### src/rtl/instr_fetch_reg.sv
// Multicycle instruction fetch stage and instruction register.
// Issues one word read per fetch command, then latches the word and the next PC together.
module instr_fetch_reg #(
    parameter int unsigned TIMEOUT_CYCLES = 255,
    parameter logic [31:0] RESET_IR       = 32'h0000_0000,
    parameter int unsigned PC_STEP        = 4
) (
    input  logic        clk,
    input  logic        rst_n,
    input  logic        fetch_start,
    input  logic        abort,
    input  logic [31:0] pc_in,
    output logic        mem_req,
    output logic [31:0] mem_addr,
    input  logic        mem_ack,
    input  logic [31:0] mem_rdata,
    output logic [31:0] ir,
    output logic [5:0]  opcode,
    output logic [4:0]  rs,
    output logic [4:0]  rt,
    output logic [4:0]  rd,
    output logic [4:0]  shamt,
    output logic [5:0]  funct,
    output logic [15:0] imm16,
    output logic [25:0] jaddr,
    output logic [31:0] pc_next,
    output logic        ir_valid,
    output logic        busy,
    output logic        timeout_err
);

    // Counter only has to reach TIMEOUT_CYCLES-1.
    localparam int unsigned CW = (TIMEOUT_CYCLES > 1) ? $clog2(TIMEOUT_CYCLES) : 1;
    localparam logic [CW-1:0] CntLast = CW'(TIMEOUT_CYCLES - 1);

    typedef enum logic [0:0] {StIdle, StWait} state_e;

    state_e        state_q, state_d;
    logic [31:0]   addr_q, addr_d;
    logic [31:0]   ir_q, ir_d;
    logic [31:0]   pcn_q, pcn_d;
    logic          valid_q, valid_d;
    logic          terr_q, terr_d;
    logic [CW-1:0] cnt_q, cnt_d;

    always_ff @(posedge clk or negedge rst_n) begin
        if (!rst_n) begin
            state_q <= StIdle;
            addr_q  <= 32'h0;
            ir_q    <= RESET_IR;
            pcn_q   <= 32'h0;
            valid_q <= 1'b0;
            terr_q  <= 1'b0;
            cnt_q   <= '0;
        end else begin
            state_q <= state_d;
            addr_q  <= addr_d;
            ir_q    <= ir_d;
            pcn_q   <= pcn_d;
            valid_q <= valid_d;
            terr_q  <= terr_d;
            cnt_q   <= cnt_d;
        end
    end

    always_comb begin
        state_d = state_q;
        addr_d  = addr_q;
        ir_d    = ir_q;
        pcn_d   = pcn_q;
        valid_d = 1'b0;
        terr_d  = terr_q;
        cnt_d   = cnt_q;
        unique case (state_q)
            StIdle: begin
                if (fetch_start) begin
                    state_d = StWait;
                    addr_d  = pc_in;
                    cnt_d   = '0;
                    terr_d  = 1'b0;
                end
            end
            StWait: begin
                // Priority: abort, then ack, then timeout; an ack on the last count wins.
                if (abort) begin
                    state_d = StIdle;
                end else if (mem_ack) begin
                    state_d = StIdle;
                    ir_d    = mem_rdata;
                    pcn_d   = addr_q + 32'(PC_STEP);
                    valid_d = 1'b1;
                end else if (cnt_q == CntLast) begin
                    state_d = StIdle;
                    terr_d  = 1'b1;
                end else begin
                    cnt_d = cnt_q + CW'(1);
                end
            end
            default: state_d = StIdle;
        endcase
    end

    assign mem_req     = (state_q == StWait);
    assign busy        = mem_req;
    assign mem_addr    = addr_q;
    assign ir          = ir_q;
    assign pc_next     = pcn_q;
    assign ir_valid    = valid_q;
    assign timeout_err = terr_q;

    assign opcode = ir_q[31:26];
    assign rs     = ir_q[25:21];
    assign rt     = ir_q[20:16];
    assign rd     = ir_q[15:11];
    assign shamt  = ir_q[10:6];
    assign funct  = ir_q[5:0];
    assign imm16  = ir_q[15:0];
    assign jaddr  = ir_q[25:0];

endmodule

### config.mk
export PLATFORM = sky130hd
export DESIGN_NAME = instr_fetch_reg
export DESIGN_NICKNAME = d
export VERILOG_FILES = /design/src/rtl/instr_fetch_reg.sv
export SDC_FILE = /design/constraint.sdc
export NUM_CORES = 1
export LEC_CHECK = 0
export ABC_CLOCK_PERIOD_IN_PS = 2200
export CORE_MARGIN = 2
export CORE_UTILIZATION = 33
export DETAILED_ROUTE_END_ITERATION = 12
export GPL_ROUTABILITY_DRIVEN = 0
export PLACE_DENSITY = 0.66
export RECOVER_POWER = 50
export SKIP_CTS_REPAIR_TIMING = 1
export SLEW_MARGIN = 20
export SYNTH_ARGS = -nofsm -noshare
export SYNTH_HDL_FRONTEND = slang
export SYNTH_SLANG_ARGS = --single-unit
### constraint.sdc
create_clock -name clk -period 2.2 [get_ports clk]
set_input_delay 0.33 -clock clk [delete_from_list [all_inputs] [get_ports clk]]
set_output_delay 0.33 -clock clk [all_outputs]
set_load 0.1 [all_outputs]
Word-level counts from Yosys, hierarchy flattened

Cells that the tools add are included.

Add/sub/neg operators: 2
Multipliers: 0
Div/mod/pow operators: 0
Order comparisons: 0
Equal/unequal tests: 6
Shift-type cells: 0
Multiplexer cells: 18
Bitwise logic cells: 2
Reductions and logical operators: 4

Operators with widths:

| operator              | number |
|---|---|
| $add 32x3->32 const B | 1 |
| $mux 8                | 4 |
| $pmux 8 s2            | 1 |
| $mux 1                | 11 |
| $add 8x1->8 const B   | 1 |
| $eq 8x8->1 const B    | 1 |
| $ne 2x2->1 const B    | 4 |
| $reduce_and 4->1      | 2 |
| $pmux 1 s2            | 2 |
| $reduce_and 3->1      | 1 |
| $ne 2x1->1 const B    | 1 |
| $not 1->1             | 2 |
| $reduce_and 2->1      | 1 |

Register bits after elaboration: 107
Latch bits: 0
Memory bits (writable): 0
ROM bits: 0
Bits of input ports: 69
Word-level logic and storage cells: 39
Memories: 0

Depth between registers and ports, before layout

Depth in word-level cells: 5
Mapped depth: 7
Depth with buffers taken out: 6

Worst setup path after synthesis

No wires, ideal clock.

Kind: reg-to-reg
From: register addr_q[2] (netlist: mem_addr[2])
To: register pcn_q[24] (netlist: pc_next[24])
Arrival time: 2.329 ns
Data required time: 2.118 ns
Path slack: -0.211 ns
Stages on the path, launching flop included: 7
Period minus slack after synthesis: 2.411 ns
Path through: dfrtp_1 ha_1 and3_1 buf_2 nand4_1 or4_1 a31oi_1

Cells in the longest elaborated chain, start to end: 1

Ends and longest elaborated chain:

| item                     | line | RTL |
|---|---|---|
| start: declaration       | 39   | `logic [31:0] addr_q, addr_d;` |
| start signal: assignment | 57   | `addr_q <= addr_d;` |
| $add 32x3->32            | 90   | `pcn_d = addr_q + 32'(PC_STEP);` |
| end signal: assignment   | 59   | `pcn_q <= pcn_d;` |
| end: declaration         | 41   | `logic [31:0] pcn_q, pcn_d;` |

Every way passes these cells.
A chain may end at the register's enable or synchronous reset.

Worst setup path after layout

From: register addr_q[19] (netlist: mem_addr[19])
To: register pcn_q[29] (netlist: pc_next[29])

The elaborated chain is that of the path after synthesis.

==> results_dict.tcl <==
set metrics [dict create \
    status "finished clean" \
    maxCapViolCount 0 \
    place_hpwl_um 11500 \
    finalSetupViolations 0 \
    wl_per_cell_um 15.2 \
    fmax_mhz 528 \
    nNetsFinal 845 \
    synthArstFlopShare_pct 100 \
    io_pins 243 \
    crit_path_start_kind "flip-flop" \
    clk_latency_ns 0.35 \
    vias 4507 \
    antenna_found_initial 0 \
    grt_usage_pct 17.4 \
    cp-end-kind "flip-flop" \
    fin_worst_skew_ns 0.00692 \
    synth-seq-area-share_pct 50.2 \
    drive_gt1_share_pct 29.9 \
    synth_nets 683 \
    arrival_ns 2.17 \
    cp_cell_sequence "and4_1 > nand4bb_1 > or4_1 > a31oi_1" \
    clock-root-buffer "clkbuf_16" \
    post-route-period-util_pct 86.2 \
    syn2layout_area_growth_pct 34.1 \
    grt_max_degree 47 \
    mostFrequentLayoutCells "225 x nand2_1, 108 x buf_4, 82 x dfrtp_1" \
    slew_violations 0 \
    netlist_instances 611 \
    rows 46 \
    hold_class "in -> async" \
    cts.reportedPaths.clkPinSlew_ns 0.07 \
    clk_path_buf_depth 2 \
    ys.flop_type "dfrtp_1" \
    startpoint "mem_addr[19]" \
    tns_ns 0 \
    r2r-start "mem_addr[19]" \
    grt_pass1_wl_um 23700 \
    cts_tree "built" \
    initial_core_util_pct 33.7 \
    die_h_um 131 \
    worstPathRequired_ns 2.47 \
    rrSetupSlack_ns 0.30 \
    grt_pass1_vias 4239 \
    worst_path_max_delay_cell "or4_1" \
    initialDrtViolationCount 241 \
    yosysUniqueCellTypes 40 \
    yosys_register_bits 107 \
    synth_area_sq_um 5330 \
    cts_sinks 107 \
    avgSynthCellArea_sq_um 8.73 \
    final_common_cell "nand2_1" \
    portBuffers 242 \
    tightest_slew_ns 1.07 \
    hold_viol_final 0 \
    vias_per_cell 4.53 \
    critPathMaxStageDelay_ns 0.60 \
    diodes 0 \
    ys_warn_count 0 \
    dr.pass1.iters 4 \
    synth_edf_count 0 \
    seqCellArea_sq_um 2710 \
    synthTopCellsByArea "dfrtp_1 50%, nand2_1 16%, buf_4 11%" \
    r2r-end "pc_next[29]" \
    grt-ovfl-total 0 \
    slew_headroom_pct 28.6 \
    cts_buffers 9 \
    synth_top_area_share_pct 50.2 \
    hold_slack_ns 0.419 \
    drcViolationCount 0 \
    rr_worst_depth 4 \
    worstSetupPathType "reg -> reg" \
    min_period_ns 1.90 \
    h-tree-depth 3 \
    wl_um 15100 \
    yosysTopAreaCell "dfrtp_1" \
    fillers 1618 \
    multiInputGateArea_sq_um 1910 \
    antenna_left 0 \
    crit_fanout 10 \
    die_w_um 131 \
    core-area_sq_um 15800 \
    dieArea_sq_um 17200 \
    rsz0062_at_grt "no" \
]
==> how the worst max path moves through the flow <==
stage	to	slack (ns)
floorplan	pc_next[25]	0.10
global placement	cnt_q[4]	0.24
detailed placement	cnt_q[4]	0.22
CTS	pc_next[29]	0.32
global route	pc_next[31]	0.14
finish	pc_next[29]	0.30
==> metrics by stage <==
step | std cells | util, % | setup WS (ns) | instance area (sq um)
finish | 994 | 45.2 | 0.304 | 7150
CTS | 993 | 46.4 | 0.323 | 7340
global placement | 977 | 44.5 | 0.245 | 7050
detailed placement | 977 | 44.5 | 0.220 | 7050
floorplan | 611 | - | 0.104 | 5370
global route | 994 | 45.2 | 0.141 | 7150
==> kinds of logic after synthesis <==
kind of cell,count (synthesis),synth area share [%]
buf+inv,113,14.0
xor+xnor,14,2.30
fa+ha+maj,3,0.704
mux,3,0.587
simple gates,311,25.4
compound gates,60,6.76
flops,107,50.2
==> layout make-up <==
| class | count | area share (%) |
|---|---|---|
| clock inverters | 6 | 0.910 |
| flip-flops and latches | 107 | 37.9 |
| repair buffers | 258 | 27.2 |
| multi-input cells | 391 | 26.7 |
| well taps | 216 | 3.78 |
| clock buffers | 10 | 3.20 |
| inverters | 6 | 0.315 |
==> metal layers <==
metal	global-route usage (%)	vias up	wire length, um	share of wire [%]
met5	0	-	0	0
met4	5.31	0	166	1.1
met3	3.67	11	784	5.2
met2	28.9	142	7280	48
met1	22.8	2089	6880	46
li1	-	2265	-	-
==> worst max-delay path, delay by kind of cell, from the launching register on <==
family	cells	cell delay (ns)
AND/OR/NAND/NOR	3	1.20
flip-flops	1	0.44
AO/OA/AOI/OAI	1	0.18
==> sequential cells by signal, indices dropped and copies added, names as in the netlist <==
signal	count
timeout_err	1
ir	32
cnt_q	8
ir_valid	1
mem_addr	32
busy	1
pc_next	32
==> synth_stat cells, types with 2 or more instances <==
library cell	number
clkbuf_1	23
nand2_1	225
nor4_1	3
nand2b_1	2
ha_1	3
a21oi_1	2
inv_1	6
nand4_1	13
buf_2	3
o21ai_0	27
o31ai_1	6
mux2i_1	2
and4_1	5
dfrtp_1	107
or4_1	6
buf_4	77
and2_1	3
xnor2_1	5
o41ai_1	2
and3_1	2
or3_1	6
xor2_1	9
nor2_1	20
nand3_1	18
a31oi_1	17
or4b_1	2
buf_6	4
Power is left out: the tool's default activity adds up to more than one toggle a clock period on the data nets, which glitch-free logic cannot reach.
